`config.mk`:
```
export PLATFORM = sky130hd
export DESIGN_NAME = word_serializer
export DESIGN_NICKNAME = d
export VERILOG_FILES = /design/src/rtl/serializer_pkg.sv /design/src/rtl/word_serializer.sv
export SDC_FILE = /design/constraint.sdc
export NUM_CORES = 1
export LEC_CHECK = 0
export ABC_AREA = 1
export BUFFER_PORTS_ARGS = -buffer_cell sky130_fd_sc_hd__buf_2
export CAP_MARGIN = 20
export CORE_UTILIZATION = 55
export DETAILED_ROUTE_END_ITERATION = 6
export PLACE_DENSITY = 0.88
export RECOVER_POWER = 25
export SKIP_LAST_GASP = 1
export SLEW_MARGIN = 20
export SYNTH_ARGS = -nofsm -noshare
export SYNTH_HDL_FRONTEND = slang
export SYNTH_SLANG_ARGS = --single-unit
```
`constraint.sdc`:
```
create_clock -name clock -period 4.5 [get_ports clock]
set_input_delay 0.675 -clock clock [delete_from_list [all_inputs] [get_ports clock]]
set_output_delay 0.675 -clock clock [all_outputs]
set_load 0.005 [all_outputs]
```
`src/rtl/serializer_pkg.sv`:
```
// Shared definitions for the word serializer: state encoding and a width helper.
package serializer_pkg;

  typedef enum logic {
    IDLE  = 1'b0,
    SHIFT = 1'b1
  } state_t;

  // Ceiling log2, evaluated at elaboration time to size the bit counter.
  function automatic int clog2(input int value);
    int result;
    int v;
    result = 0;
    v = value - 1;
    while (v > 0) begin
      result = result + 1;
      v = v >> 1;
    end
    return result;
  endfunction

endpackage

```
`src/rtl/word_serializer.sv`:
```
// Parallel-to-serial transmitter: accepts an N-bit word over valid/ready and
// shifts it out MSB-first on a serial valid/ready stream with a last marker.
module word_serializer
  import serializer_pkg::*;
#(
  parameter int N = 32
) (
  input  logic         clock,
  input  logic         reset,
  input  logic [N-1:0] input_signal,
  input  logic         load_valid,
  output logic         load_ready,
  output logic         serial_out,
  output logic         serial_valid,
  output logic         serial_last,
  input  logic         serial_ready,
  output logic         busy
);

  localparam int CW = clog2(N);
  localparam logic [CW-1:0] COUNT_LOAD = CW'(N - 1);

  // Handshakes: a transfer happens on a rising edge where valid and ready are
  // both high; valid never depends on ready, and serial_ready -> load_ready is
  // the single combinational path, which allows gapless back-to-back words.
  state_t        state;
  logic [N-1:0]  shift_reg;
  logic [CW-1:0] count;
  logic          load_acc;
  logic          bit_acc;

  assign serial_valid = (state == SHIFT);
  assign busy         = serial_valid;
  assign serial_out   = serial_valid & shift_reg[N-1];
  assign serial_last  = serial_valid && (count == '0);
  assign load_ready   = !reset && ((state == IDLE) || (serial_last && serial_ready));

  assign load_acc = load_valid && load_ready;
  assign bit_acc  = serial_valid && serial_ready;

  always_ff @(posedge clock or posedge reset) begin
    if (reset) begin
      state     <= IDLE;
      shift_reg <= '0;
      count     <= '0;
    end else begin
      case (state)
        IDLE: begin
          if (load_acc) begin
            shift_reg <= input_signal;
            count     <= COUNT_LOAD;
            state     <= SHIFT;
          end
        end
        SHIFT: begin
          if (bit_acc) begin
            if (count != '0) begin
              shift_reg <= {shift_reg[N-2:0], 1'b0};
              count     <= count - CW'(1);
            end else if (load_acc) begin
              // Last bit leaves while the next word arrives: no idle gap.
              shift_reg <= input_signal;
              count     <= COUNT_LOAD;
            end else begin
              shift_reg <= '0;
              state     <= IDLE;
            end
          end
        end
        default: state <= IDLE;
      endcase
    end
  end

endmodule

```
After elaboration in Yosys (flattened, before gate mapping)

Index checks and enable logic that the tools add are counted.

Bitwise logic cells: 2
Reduce and logical (&&, ||, !) cells: 10
Multiplexer cells: 13
$add $sub $neg: 1
Eq/ne operators: 2

Operators by type and width:

| cell                                                                     | number |
|---|---|
| 32-bit 2-to-1 mux                                                        | 4 |
| 32-bit case mux with 2 select lines                                      | 1 |
| 5-bit 2-to-1 mux                                                         | 3 |
| 5-bit case mux with 2 select lines                                       | 1 |
| 1-bit logical AND                                                        | 5 |
| 5-bit logical NOT                                                        | 1 |
| 5-bit nonzero test                                                       | 1 |
| 5-bit by 1-bit subtractor with 5-bit output (second input constant)      | 1 |
| 1-bit 2-to-1 mux                                                         | 3 |
| 2-bit by 1-bit inequality test with 1-bit output (second input constant) | 1 |
| 2-bit inequality test (second input constant)                            | 1 |
| 1-bit case mux with 2 select lines                                       | 1 |
| 2-bit AND reduction                                                      | 1 |
| 1-bit AND                                                                | 1 |
| 1-bit logical NOT                                                        | 1 |
| 1-bit logical OR                                                         | 1 |
| 1-bit NOT                                                                | 1 |

Bits in registers: 38
Logic and storage cells: 31
Input port bits: 36
Output and inout port bits: 5

Longest topological paths before layout

Depth after elaboration: 10
Mapped depth: 11
Gate-level depth less buffers: 10

Least setup slack after synthesis

No wires, ideal clock.

Path kind: input-to-reg
From: in reset
To: reg count[3]
Slack: 2154 ps
Arrival time: 2268 ps
Path buffers: 2
Stages on the path: 7
Library setup time: 77 ps
Required time: 4423 ps
Cells stage by stage: inv_1 nand3_1 nand2_1 buf_4 buf_2 nor2_1 a21oi_1

Cells in the longest elaborated chain, start to end: 7

RTL lines:

| item                                   | RTL line              | RTL |
|---|---|---|
| from (decl)                            | word_serializer.sv:9  | `input logic reset,` |
| 1-bit logical NOT (no line) (*)        | --                    |  |
| 1-bit logical AND (*)                  | word_serializer.sv:36 | `assign load_ready = !reset && ((state == IDLE) \|\| (serial_last && serial_ready));` |
| 1-bit logical AND (*)                  | word_serializer.sv:38 | `assign load_acc = load_valid && load_ready;` |
| 5-bit 2-to-1 mux (*)                   | --                    |  |
| 5-bit 2-to-1 mux (2 in a row)          | --                    |  |
| 5-bit case mux with 2 select lines (*) | --                    |  |
| to (signal assigned)                   | word_serializer.sv:59 | `count <= count - CW'(1);` |
| to (decl)                              | word_serializer.sv:28 | `logic [CW-1:0] count;` |

Mark *: on every way between the ends. The rest lies on a longest branch, timed or not. The select of a mux whose other input is x is not followed.
A chain may end at the register's enable or synchronous reset.

Worst setup path in the final report

From: reg count[0]
To: out load_ready

Cells in the longest elaborated chain, start to end: 5

RTL lines:

| item              | RTL line              | RTL |
|---|---|---|
| 5-bit logical NOT | word_serializer.sv:35 | `assign serial_last = serial_valid && (count == '0);` |
| 1-bit logical AND | word_serializer.sv:35 |  |
| 1-bit logical AND | word_serializer.sv:36 |  |
| 1-bit logical OR  | word_serializer.sv:36 |  |
| 1-bit logical AND | word_serializer.sv:36 |  |
| to (decl)         | word_serializer.sv:12 | `output logic load_ready,` |

Every way passes these cells.

==> results.sh <==
export IMPL_clock_latency_ns=0.29
export IMPL_dieArea_um2=4190
export IMPL_async_reset_ff_share_pct=100
export IMPL_via_per_inst=4.98
export IMPL_drc_errors=0
export IMPL_worstSetupStartpointType="flip-flop"
export IMPL_hp_class="input port to async pin"
export IMPL_slew_headroom_pct=53.8
export IMPL_met1_usage_pct=27.3
export IMPL_synthesis_nets=339
export IMPL_busiest_layer="met2"
export IMPL_drive_gt1_share_pct=16.8
export IMPL_grt_pass1_wl_mm=6.87
export IMPL_overflow=0
export IMPL_rows=22
export IMPL_cp_arrival_ns=2.11
export IMPL_htree_num_levels=2
export IMPL_cts_buffers=5
export IMPL_rr_startpoint="count[0]$_DFFE_PP0P_"
export IMPL_crit_fanout=34
export IMPL_vias=1899
export IMPL_clockBufferDepth=2
export IMPL_yosysWarningCount=0
export IMPL_post_cts_setup_buffers=0
export IMPL_setup_tns_ns=0
export IMPL_min_period_ns=2.79
export IMPL_grt_use_met3_pct=5.99
export IMPL_mostFrequentLayoutCells="nand2_1, inv_1, nor2_1"
export IMPL_yosysSeqAreaShare_pct=44.0
export IMPL_core_um2=3720
export IMPL_grtUsageTotal_pct=21.6
export IMPL_cts_reportedPaths_clkPinSlew_ns=0.07
export IMPL_diodes=0
export IMPL_powerDensity_nw_per_um2=526
export IMPL_final_max_slew_viol_count=0
export IMPL_grt_max_degree=66
export IMPL_grt_pass1_vias=1617
export IMPL_io_buffers=40
export IMPL_outcome="finished clean"
export IMPL_cp_data_required_time_ns=3.83
export IMPL_synth_enable_flop_cells=0
export IMPL_drtIter0Drc=122
export IMPL_maxCapViolCount=0
export IMPL_reg2regPathDepth=10
export IMPL_ys_flop_type="dfrtp_1"
export IMPL_gp_congestion=0.881
export IMPL_ir_drop_v=0.000258
export IMPL_met2_usage_pct=34.6
export IMPL_hold_buffers=0
export IMPL_fp_dieH_um=64.7
export IMPL_max_freq_mhz=359
export IMPL_antenna_found_initial=0
export IMPL_synth_area_um2=2160
export IMPL_final_hold_violation_count=0
export IMPL_clock_sinks=38
export IMPL_ys_types=22
export IMPL_p_leak_uw=0.00136
export IMPL_ant_nets=0
export IMPL_critPathKind="flip-flop to primary output"
export IMPL_critPathLaunch="count[0]$_DFFE_PP0P_"
export IMPL_ctsResizeCount=0
export IMPL_nets=371
export IMPL_tightest_slew_ns=0.693
export IMPL_die_width_um=64.7
export IMPL_areaGrowthSynthToFinish_pct=11.5
export IMPL_dp_hpwl_mm=2.66
export IMPL_finish_utilization_pct=64.9
export IMPL_synth_cells=301
export IMPL_syn_area_per_cell_um2=7.19
export IMPL_start_util_pct=58.2
export IMPL_period_share_pct=61.9
export IMPL_wl_per_cell_um=10.6
export IMPL_critPathCaptureType="primary output"
export IMPL_ys_seq_elements=38
export IMPL_root_buffer="clkbuf_8"
export IMPL_wirelength_mm=4.03
export IMPL_finalSetupViolations=0
export IMPL_rsz0062_at_grt="no"
export IMPL_ios=41
export IMPL_cts_tree="yes"
export IMPL_finClkSkew_ns=0.00267
export IMPL_dr_pass1_iters=5
export IMPL_layout_commonest_cell="nand2_1"
export IMPL_largest_register_ffs=32
==> worst max-delay path, stage by stage (launching register included) <==
cell and delay (ns):
dfrtp_1 0.36, inv_1 0.12, ha_1 0.21, inv_1 0.05, nor2_1 0.10, nand2_2 0.39, nand2_4 0.26, nand2_1 0.07
nor2_1 0.11, buf_2 0.13
==> cell families (layout without fill, tap and decap cells) <==
kind of cell             count (synthesis)  count (layout)  share of synthesized area (%)
XOR/XNOR                                 1               1                          0.405
adder cells (fa/ha/maj)                  2               2                           1.16
AO/OA/AOI/OAI                           41              41                           9.83
buffers and inverters                   63              95                           13.6
flip-flops                              38              38                           44.0
AND/OR/NAND/NOR                        156             156                           31.1
==> per-layer routing <==
layer | routed length, µm | share of wire, % | vias to the layer above
li1 | - | - | 995
met1 | 1900 | 47 | 845
met2 | 1830 | 46 | 49
met3 | 189 | 4.7 | 10
met4 | 100 | 2.5 | 0
met5 | 0 | 0 | -
==> where the power goes <==
part,internal (µW),switching (µW)
clock,106,110
combinational,209,276
sequential,481,84.1
total,797,470
==> synth_stat cells, types with 2 or more instances <==
| master | count | share of area [%] |
|---|---|---|
| buf_6 | 5 | 2.6 |
| inv_2 | 2 | 0.35 |
| nand2_1 | 72 | 12 |
| nand2_4 | 2 | 1.0 |
| a21oi_1 | 33 | 7.6 |
| o21ai_0 | 5 | 1.2 |
| nor2_1 | 40 | 6.9 |
| buf_2 | 7 | 1.6 |
| dfrtp_1 | 38 | 44 |
| buf_4 | 3 | 1.0 |
| ha_1 | 2 | 1.2 |
| clkbuf_1 | 2 | 0.35 |
| nand3_1 | 39 | 9.0 |
| inv_1 | 43 | 7.5 |
==> path summary, 6_finish.rpt <==
kind,to,slack [ns]
setup / recovery,load_ready,1.71
hold / removal,count[1]$_DFFE_PP0P_,0.52
setup reg to reg,shift_reg[12]$_DFFE_PP0P_,2.22
hold reg to reg,shift_reg[30]$_DFFE_PP0P_,0.53
max in group asynchronous,shift_reg[17]$_DFFE_PP0P_,3.64
min in group clock,shift_reg[30]$_DFFE_PP0P_,0.53
==> per-stage QoR <==
step | cell area [µm²] | worst slack (ns) | total power, µW | hold slack [ns] | instances
after floorplan | 2160 | 2.15 | 965 | 0.495 | 301
after global placement | 2320 | 1.73 | 1030 | 0.506 | 373
after detailed placement | 2320 | 1.64 | 1050 | 0.515 | 373
after CTS | 2390 | 1.73 | 1270 | 0.530 | 380
after global routing | 2410 | 1.54 | 1390 | 0.560 | 381
final | 2410 | 1.71 | 1270 | 0.524 | 381
==> cell type report <==
type / instances / area, µm²
well taps: 48 / 60.1
fillers: 335 / 1310
repair buffers: 43 / 234
inverters: 45 / 169
flip-flops and latches: 38 / 951
multi-input cells: 200 / 921
clock buffers: 7 / 76.3
No activity file was read; power rests on OpenSTA's default activity.
